## src/rtl/etapa_ex_mem.sv

```systemverilog
// EX/MEM pipeline register: resolves branches, selects the write-back register and
// presents registered MEM-stage controls with stall/flush and a saturating taken-branch count.
module etapa_ex_mem #(
  parameter int DATA_W = 32,
  parameter int REG_W  = 5,
  parameter int CNT_W  = 16
) (
  input  logic              clk,
  input  logic              rst,
  input  logic              stall,
  input  logic              flush,
  input  logic              valid_in,
  input  logic [9:0]        Controls1,
  input  logic [REG_W-1:0]  rt_in,
  input  logic [REG_W-1:0]  rd_in,
  input  logic [DATA_W-1:0] alu_res_in,
  input  logic              zero_in,
  input  logic [DATA_W-1:0] dato_escr_in,
  input  logic [DATA_W-1:0] pc_salto_in,
  input  logic [DATA_W-1:0] pc_jump_in,
  output logic              valid_out,
  output logic              MemaReg_o,
  output logic              EscrReg_o,
  output logic              LeerMem_o,
  output logic              EscrMem_o,
  output logic [DATA_W-1:0] alu_res_o,
  output logic [DATA_W-1:0] dato_escr_o,
  output logic [REG_W-1:0]  reg_dest_o,
  output logic              PCSrc_o,
  output logic [DATA_W-1:0] pc_destino_o,
  output logic [CNT_W-1:0]  cnt_saltos_o
);

  localparam logic [CNT_W-1:0] CNT_MAX = {CNT_W{1'b1}};
  localparam logic [CNT_W-1:0] CNT_ONE = {{(CNT_W-1){1'b0}}, 1'b1};

  logic              valid_d,    valid_q;
  logic              memareg_d,  memareg_q;
  logic              escrreg_d,  escrreg_q;
  logic              leermem_d,  leermem_q;
  logic              escrmem_d,  escrmem_q;
  logic [DATA_W-1:0] alu_res_d,  alu_res_q;
  logic [DATA_W-1:0] dato_d,     dato_q;
  logic [REG_W-1:0]  reg_dest_d, reg_dest_q;
  logic              pcsrc_d,    pcsrc_q;
  logic [DATA_W-1:0] pc_dest_d,  pc_dest_q;
  logic [CNT_W-1:0]  cnt_d,      cnt_q;
  logic              taken_s;

  // FuenteALU and ALUOp are consumed upstream in EX and intentionally dropped here
  logic unused_ctrl_s;
  assign unused_ctrl_s = ^{Controls1[7], Controls1[1:0]};

  // Next-state selection: flush > stall > capture
  always_comb begin
    taken_s    = valid_in & (Controls1[9] | (Controls1[2] & zero_in));
    valid_d    = valid_q;
    memareg_d  = memareg_q;
    escrreg_d  = escrreg_q;
    leermem_d  = leermem_q;
    escrmem_d  = escrmem_q;
    alu_res_d  = alu_res_q;
    dato_d     = dato_q;
    reg_dest_d = reg_dest_q;
    pcsrc_d    = pcsrc_q;
    pc_dest_d  = pc_dest_q;
    cnt_d      = cnt_q;
    if (flush) begin
      valid_d    = 1'b0;
      memareg_d  = 1'b0;
      escrreg_d  = 1'b0;
      leermem_d  = 1'b0;
      escrmem_d  = 1'b0;
      alu_res_d  = {DATA_W{1'b0}};
      dato_d     = {DATA_W{1'b0}};
      reg_dest_d = {REG_W{1'b0}};
      pcsrc_d    = 1'b0;
      pc_dest_d  = {DATA_W{1'b0}};
    end else if (stall) begin
      // holding the pulse would re-redirect the PC on every stalled cycle
      pcsrc_d = 1'b0;
    end else begin
      valid_d    = valid_in;
      memareg_d  = Controls1[6] & valid_in;
      escrreg_d  = Controls1[5] & valid_in;
      leermem_d  = Controls1[4] & valid_in;
      escrmem_d  = Controls1[3] & valid_in;
      alu_res_d  = alu_res_in;
      dato_d     = dato_escr_in;
      reg_dest_d = Controls1[8] ? rd_in : rt_in;
      pcsrc_d    = taken_s;
      pc_dest_d  = Controls1[9] ? pc_jump_in : pc_salto_in;
      if (taken_s && (cnt_q != CNT_MAX)) begin
        cnt_d = cnt_q + CNT_ONE;
      end else begin
        cnt_d = cnt_q;
      end
    end
  end

  // Stage registers with synchronous reset
  always_ff @(posedge clk) begin
    if (rst) begin
      valid_q    <= 1'b0;
      memareg_q  <= 1'b0;
      escrreg_q  <= 1'b0;
      leermem_q  <= 1'b0;
      escrmem_q  <= 1'b0;
      alu_res_q  <= {DATA_W{1'b0}};
      dato_q     <= {DATA_W{1'b0}};
      reg_dest_q <= {REG_W{1'b0}};
      pcsrc_q    <= 1'b0;
      pc_dest_q  <= {DATA_W{1'b0}};
      cnt_q      <= {CNT_W{1'b0}};
    end else begin
      valid_q    <= valid_d;
      memareg_q  <= memareg_d;
      escrreg_q  <= escrreg_d;
      leermem_q  <= leermem_d;
      escrmem_q  <= escrmem_d;
      alu_res_q  <= alu_res_d;
      dato_q     <= dato_d;
      reg_dest_q <= reg_dest_d;
      pcsrc_q    <= pcsrc_d;
      pc_dest_q  <= pc_dest_d;
      cnt_q      <= cnt_d;
    end
  end

  assign valid_out    = valid_q;
  assign MemaReg_o    = memareg_q;
  assign EscrReg_o    = escrreg_q;
  assign LeerMem_o    = leermem_q;
  assign EscrMem_o    = escrmem_q;
  assign alu_res_o    = alu_res_q;
  assign dato_escr_o  = dato_q;
  assign reg_dest_o   = reg_dest_q;
  assign PCSrc_o      = pcsrc_q;
  assign pc_destino_o = pc_dest_q;
  assign cnt_saltos_o = cnt_q;

endmodule

```

## config.mk

```make
export PLATFORM = sky130hd
export DESIGN_NAME = etapa_ex_mem
export DESIGN_NICKNAME = d
export VERILOG_FILES = /design/src/rtl/etapa_ex_mem.sv
export SDC_FILE = /design/constraint.sdc
export NUM_CORES = 1
export LEC_CHECK = 0
export ABC_AREA = 1
export BUFFER_PORTS_ARGS = -buffer_cell sky130_fd_sc_hd__buf_2
export CORE_MARGIN = 5
export CORE_UTILIZATION = 49
export CTS_BUF_LIST = sky130_fd_sc_hd__clkbuf_8 sky130_fd_sc_hd__clkbuf_16
export CTS_CLUSTER_SIZE = 28
export DETAILED_ROUTE_END_ITERATION = 16
export GPL_ROUTABILITY_DRIVEN = 0
export PLACE_DENSITY = 0.91
export SYNTH_ARGS = -nofsm -noshare
export SYNTH_HDL_FRONTEND = slang
export SYNTH_SLANG_ARGS = --single-unit
```

## constraint.sdc

```tcl
create_clock -name clk -period 2.2 [get_ports clk]
set_input_delay 0.11 -clock clk [delete_from_list [all_inputs] [get_ports clk]]
set_output_delay 0.11 -clock clk [all_outputs]
set_load 0.05 [all_outputs]
```

==> results of run 1 <==
## critical path: stages, from the launching register on
cell     delay [ps]
dfxtp_1         360
ha_1            240
inv_1            90
nor2_1           60
nand2_2         140
nor2_4           60
nor2_4          380
nand3_1         180
nand2_1         110
nor2_1           50
## cells by family (layout without fill, tap and decap cells)
kind of cell             Yosys count  count (layout)
AND/OR/NAND/NOR                  371             371
flip-flops                       123             123
buffers and inverters            121             536
AO/OA/AOI/OAI                    110             110
multiplexers                       5               5
adder cells (fa/ha/maj)            1               1
## timing repair
item | CTS | global route
endpoints found under the setup margin | 0 | 0
hold buffers | 144 | 0
gates resized for setup | 0 | 0
buffers inserted | 0 | 0
endpoints found under the hold margin | 106 | 0
## layer usage
metal  wire length, µm  up-vias
met5                 0        -
met4              1760        0
met3              2090      162
met2             12000      521
met1              8040     3186
li1                  -     3115
## final cells by class
cell class | instances | area share, %
Multi-Input combinational cell | 487 | 26.0
Timing Repair Buffer | 426 | 33.2
Sequential cell | 123 | 28.5
Clock buffer | 18 | 4.95
Clock inverter | 14 | 1.97
Inverter | 78 | 3.40
Tap cell | 136 | 1.97
## per-stage QoR
stage | setup slack (ps) | cells | hold WS, ps | util [%] | area (µm²)
after floorplan | 407 | 731 | 254 | - | 5200
after global placement | 646 | 1106 | 359 | 64.0 | 6610
after detailed placement | 607 | 1106 | 364 | 64.0 | 6610
after CTS | 568 | 1282 | 10.2 | 83.8 | 8650
after global routing | 312 | 1282 | 50.2 | 83.8 | 8650
final | 419 | 1282 | 23.4 | 83.8 | 8650
## registers in the layout, indices dropped and copies added, names as in the netlist
name          cells
alu_res_o        32
pc_destino_o     32
valid_out         1
MemaReg_o         1
EscrMem_o         1
LeerMem_o         1
reg_dest_o        5
EscrReg_o         1
cnt_saltos_o     16
PCSrc_o           1
dato_escr_o      32
## cells in the final DEF (no fill, tap or decap), drive strengths merged
cell type    instances
nor3                 3
a21oi               73
nand2              252
o211ai              32
bufinv               3
ha                   1
nor2                53
inv                 79
clkinvlp             4
buf                282
dlygate4sd3        144
clkbuf              18
o21ai                5
mux2                 5
dfxtp              123
nand4                1
nand3               62
clkinv               6
## report_power, final
part	internal [µW]	leakage [µW]	total (µW)	switching [µW]
logic	421	0.00311	1060	638
clock network	1760	0.000284	2820	1060
registers	2300	0.00100	2350	46.0
## worst min-delay path by stage
stage | start | endpoint | slack, ps | cells past startpoint
3_5_place_dp | alu_res_in[2] | alu_res_o[2]$_SDFFE_PP0N_ | 360 | 3
5_1_grt | flush | cnt_saltos_o[0]$_SDFFE_PP0P_ | 50 | 5
2_1_floorplan | Controls1[3] | EscrMem_o$_SDFFE_PP0N_ | 250 | 2
4_1_cts | flush | cnt_saltos_o[0]$_SDFFE_PP0P_ | 10 | 5
6_report | flush | cnt_saltos_o[0]$_SDFFE_PP0P_ | 20 | 5
3_3_place_gp | alu_res_in[23] | alu_res_o[23]$_SDFFE_PP0N_ | 360 | 3
==> out/summary.txt, run 1 <==
Status: finished, final reports clean
Critical path arrival: 2190 ps
Crit Path Max Fanout: 18
DRT Pass-1 Iters: 7
Final setup viols: 0
All-Layer GR Usage: 36.7%
Clock tree from TritonCTS: yes
Total Routed Length: 23,900 µm
Synthesized area per cell: 7.12 µm²
Post-synth cell types: 24
Max frequency: 561 MHz
DR iter-0 viols: 757
RSZ-0062 raised after global routing: no
Reg area: 2460 µm²
Fin crit period: 1780 ps
Busiest layer in global routing: met2
Critical Path Sink: cnt_saltos_o[6]$_SDFFE_PP0P_
Row cnt: 37
Clk pin slew, worst setup/hold paths: 60 ps
Rel. slew slack: 33.4%
P_leak: 0.00439 µW
Compound-Gate Fraction of Synth Area: 12.2%
Syn Inst Count: 731
Ports: 277
Ys Warns: 0
Avg WL per Cell: 18.7 µm
Multi-input logic area: 2250 µm²
Final-stage net count: 1,288
Grt total ovfl: 0
Die H: 113 µm
Post-synthesis adder-cell area fraction: 0.241%
Top cells by area, synth: dfxtp_1, nand2_1, a21oi_1
Later-pin clock latency in the skew report: 510 ps
Skew final: 9.74 ps
Routed Antenna Nets: 0
EDFF count, synth: 0
Final Hold Vio Count: 0
Worst-case reg-to-reg path depth: 9
CTS Buf Count: 17
Vias per cell: 5.45
Worst min-delay path class: input pin to flop
Largest net degree at the start of global routing: 79
Deepest clock path buffer count: 2
PwrDens: 719 nW/µm²
Synthesized Nets: 886
Fillers: 521
Clock root buffer master: clkbuf_8
Setup crit start kind: flop
Post-synth top cells: nand2_1, dfxtp_1, inv_1
Met3 Usage GRT: 10.2%
Post-synthesis xor/xnor area fraction: 0%
Synth top area share: 47.3%
Final Max Tran Viols: 0
Antenna violations before repair: 0
Reg2Reg Setup Slack: 420 ps
Synthesized flop and latch total: 123
H-tree levels: 4
Initial core utilization: 50.4%
Met1 usage in global routing: 37.1%
Port bufs: 273
Area leader, netlist: dfxtp_1
Post-synthesis async set-or-reset flop share: 0%
Layout cell share with drive strength beyond 1: 29.7%
VDD IR max: 0.659 mV
Post-DP HPWL: 11,500 µm
Crit path kind: flop to flop
Mapped Area: 5200 µm²
Worst Setup SP: cnt_saltos_o[0]$_SDFFE_PP0P_
CORE AREA: 10,300 µm²
Worst-Margin Slew: 998 ps
Crit path capture type: flop
MaxCap Viol Count: 0
Global-route wire length before repair: 37,300 µm
Top FF cell, synth: dfxtp_1
Vias: 6,984
N_diodes: 0
Worst r2r src: cnt_saltos_o[0]$_SDFFE_PP0P_
Sequential-to-total area share from yosys stat: 47.3%
Die ar.: 12,800 µm²
CTS sink cnt: 123
Largest family of logic cells by synthesized area: simple AND/OR/NAND/NOR gates
Final worst-path cycle share: 81.0%
Count leader, synth: nand2_1
Worst Path Required: 2610 ps
FF-to-FF End: cnt_saltos_o[6]$_SDFFE_PP0P_
Overall power: 6220 µW
Grt met2 use: 65.1%
Setup TNS Final: 0 ps
Post-synthesis simple-gate area fraction: 29.7%
Post-synthesis mux area share: 1.08%
Vias in the first global route: 7,428
Layout area overhead: 66.3%
# DRC: 0
Die width: 113 µm
Note: power is estimated with default switching activity, not from simulation.
==> run 2, diff against run 1 <==
--- a/config.mk
+++ b/config.mk
@@ -8,12 +8,12 @@
 export ABC_AREA = 1
 export BUFFER_PORTS_ARGS = -buffer_cell sky130_fd_sc_hd__buf_2
 export CORE_MARGIN = 5
-export CORE_UTILIZATION = 49
+export CORE_UTILIZATION = 41
 export CTS_BUF_LIST = sky130_fd_sc_hd__clkbuf_8 sky130_fd_sc_hd__clkbuf_16
 export CTS_CLUSTER_SIZE = 28
 export DETAILED_ROUTE_END_ITERATION = 16
 export GPL_ROUTABILITY_DRIVEN = 0
-export PLACE_DENSITY = 0.91
+export PLACE_DENSITY = 0.82
 export SYNTH_ARGS = -nofsm -noshare
 export SYNTH_HDL_FRONTEND = slang
 export SYNTH_SLANG_ARGS = --single-unit
==> constraint.sdc (replaced) <==
create_clock -name clk -period 1.4 [get_ports clk]
set_input_delay 0.07 -clock clk [delete_from_list [all_inputs] [get_ports clk]]
set_output_delay 0.07 -clock clk [all_outputs]
set_load 0.05 [all_outputs]
==> run 2 against run 1 <==
- die area up 18%
- hold slack worse by 16 ps
- global-route usage down 12 points
==> out/summary.txt, run 2 (synthesis results as in run 1) <==
Status: finished, final reports clean
Post-DP HPWL: 11,400 µm (-0.82%)
Switching power: 2500 µW (+44%)
Worst min-delay path class: input pin to flop
Fin crit period: 1370 ps (-411 ps)
Vias per cell: 4.94 (-9.3%)
Port bufs: 273 (unchanged)
Deepest clock path buffer count: 2 (unchanged)
Antenna violations before repair: 0 (unchanged)
Setup crit start kind: flop
Worst-Margin Slew: 739 ps (-259 ps)
Vias in the first global route: 6,056 (-18%)
Sw frac: 26.8% (-1.2 points)
Final worst-path cycle share: 97.9% (+17 points)
CTS sink cnt: 123 (unchanged)
Die H: 123 µm (+8.5%)
Commonest non-fill, non-tap cell in the layout: buf_2
Final Hold Vio Count: 0 (unchanged)
Row cnt: 41 (+11%)
Final-stage net count: 1,252 (-2.8%)
Crit path capture type: flop
Later-pin clock latency in the skew report: 410 ps (-100 ps)
Worst Path Required: 1700 ps (-910 ps)
Crit path kind: flop to flop
Final setup viols: 0 (unchanged)
Total Routed Length: 19,400 µm (-19%)
Worst-case reg-to-reg path depth: 10 (+1)
PwrDens: 1100 nW/µm² (+53%)
Seq pwr share: 39.2% (+1.5 points)
Combinational Power Share: 16.2% (-0.8 points)
Critical path arrival: 1670 ps (-520 ps)
Clock root buffer master: clkbuf_16
Rel. slew slack: 50.7% (+17 points)
Multi-input logic area: 2330 µm² (+3.4%)
Reg2Reg Setup Slack: 30 ps (-390 ps)
CORE AREA: 12,500 µm² (+21%)
P_leak: 0.00435 µW (-0.90%)
Layout cell share with drive strength beyond 1: 34.1% (+4.4 points)
Reg area: 2510 µm² (+2.0%)
RSZ-0062 raised after global routing: yes
Worst hold path cell count: 5 (unchanged)
Max frequency: 729 MHz (+30%)
VDD IR max: 0.844 mV (+28%)
H-tree levels: 4 (unchanged)
Layout area overhead: 62.4%
Initial core utilization: 41.6% (-8.8 points)
Global-route wire length before repair: 29,400 µm (-21%)
Ports: 277 (unchanged)
Clk pin slew, worst setup/hold paths: 50 ps (about the same)
Most frequent cells in the layout: buf_2, nand2_1, dfxtp_1
Crit Path Max Fanout: 10 (-8)
Routed Antenna Nets: 0 (unchanged)
# DRC: 0 (unchanged)
Overall power: 9320 µW (+50%)
Fin util: 67.5% (-16 points)
Vias: 6,330 (-9.4%)
DRT Pass-1 Iters: 5 (-2)
Die width: 123 µm (+8.5%)
Final Max Tran Viols: 0 (unchanged)
Largest net degree at the start of global routing: 80 (+1.3%)
CTS Buf Count: 17 (unchanged)
Clock tree from TritonCTS: yes
MaxCap Viol Count: 0 (unchanged)
N_diodes: 0 (unchanged)
Grt total ovfl: 0 (unchanged)
Die ar.: 15,000 µm² (+18%)
Avg WL per Cell: 15.1 µm (-19%)
DR iter-0 viols: 491 (-35%)
All-Layer GR Usage: 24.7% (-12 points)
Fillers: 956 (+83%)
Clock power frac: 44.6% (-0.7 points)
Skew final: 7.49 ps (-2.25 ps)
Internal: 6820 µW (+52%)
run 2: final cells by class:
cell class / count / share of cell area [%]
multi-input cells: 487 / 27.5
clock buffers: 21 / 5.82
clock inverters: 10 / 0.874
repair buffers: 390 / 30.0
flip-flops and latches: 123 / 29.7
well taps: 172 / 2.55
inverters: 78 / 3.53
run 2: routing by layer:
layer  part of all wire, %  vias up  track usage [%]
met2                    50      362             42.7
li1                      -     3049                -
met1                    36     2853             26.7
met4                   3.5        0             11.1
met3                    11       66             9.54
met5                     0        -                0
run 2: critical path, stage by stage, from the launching register on:
cell and delay (ps):
dfxtp_4 360, ha_4 160, inv_4 50, nor2_4 40, nand2_4 90, nor2_4 50
nor2_4 120, buf_6 170, nand3_1 100, nand2_1 70, nor2_1 40
run 2: stage by stage:
step	setup slack [ps]	instance area, µm²	std cells	TNS (ps)	hold WS (ps)
after floorplan	-8.30	5280	731	-16.8	214
after global placement	26.2	6840	1152	0	320
after detailed placement	-16.3	6840	1152	-26.3	323
after CTS	9.92	8380	1279	0	0.153
after global routing	-72.2	8450	1281	-366	18.1
final	29.1	8450	1281	0	7.72
run 2: power groups by stage:
stage / clock, µW / sequential [µW] / combinational, µW
2_1_floorplan: 0 / 4110 / 414
3_3_place_gp: 0 / 3710 / 1230
3_5_place_dp: 0 / 3720 / 1250
4_1_cts: 4220 / 3650 / 1460
5_1_grt: 4390 / 3660 / 1610
6_report: 4160 / 3650 / 1510
run 2: repair_timing:
item,CTS,global route
gates resized for setup,2,14
buffers inserted,0,2
endpoints found under the setup margin,4,16
hold buffers,96,0
pin swaps,0,7
hold endpoints to repair,88,0
run 2: worst paths after layout:
| path | start | endpoint |
|---|---|---|
| hold / removal | pc_jump_in[6] | pc_destino_o[6]$_SDFFE_PP0N_ |
| setup / recovery | cnt_saltos_o[1]$_SDFFE_PP0P_ | cnt_saltos_o[2]$_SDFFE_PP0P_ |
| hold reg to reg | alu_res_o[6]$_SDFFE_PP0N_ | alu_res_o[6]$_SDFFE_PP0N_ |
| setup reg to reg | cnt_saltos_o[1]$_SDFFE_PP0P_ | cnt_saltos_o[2]$_SDFFE_PP0P_ |
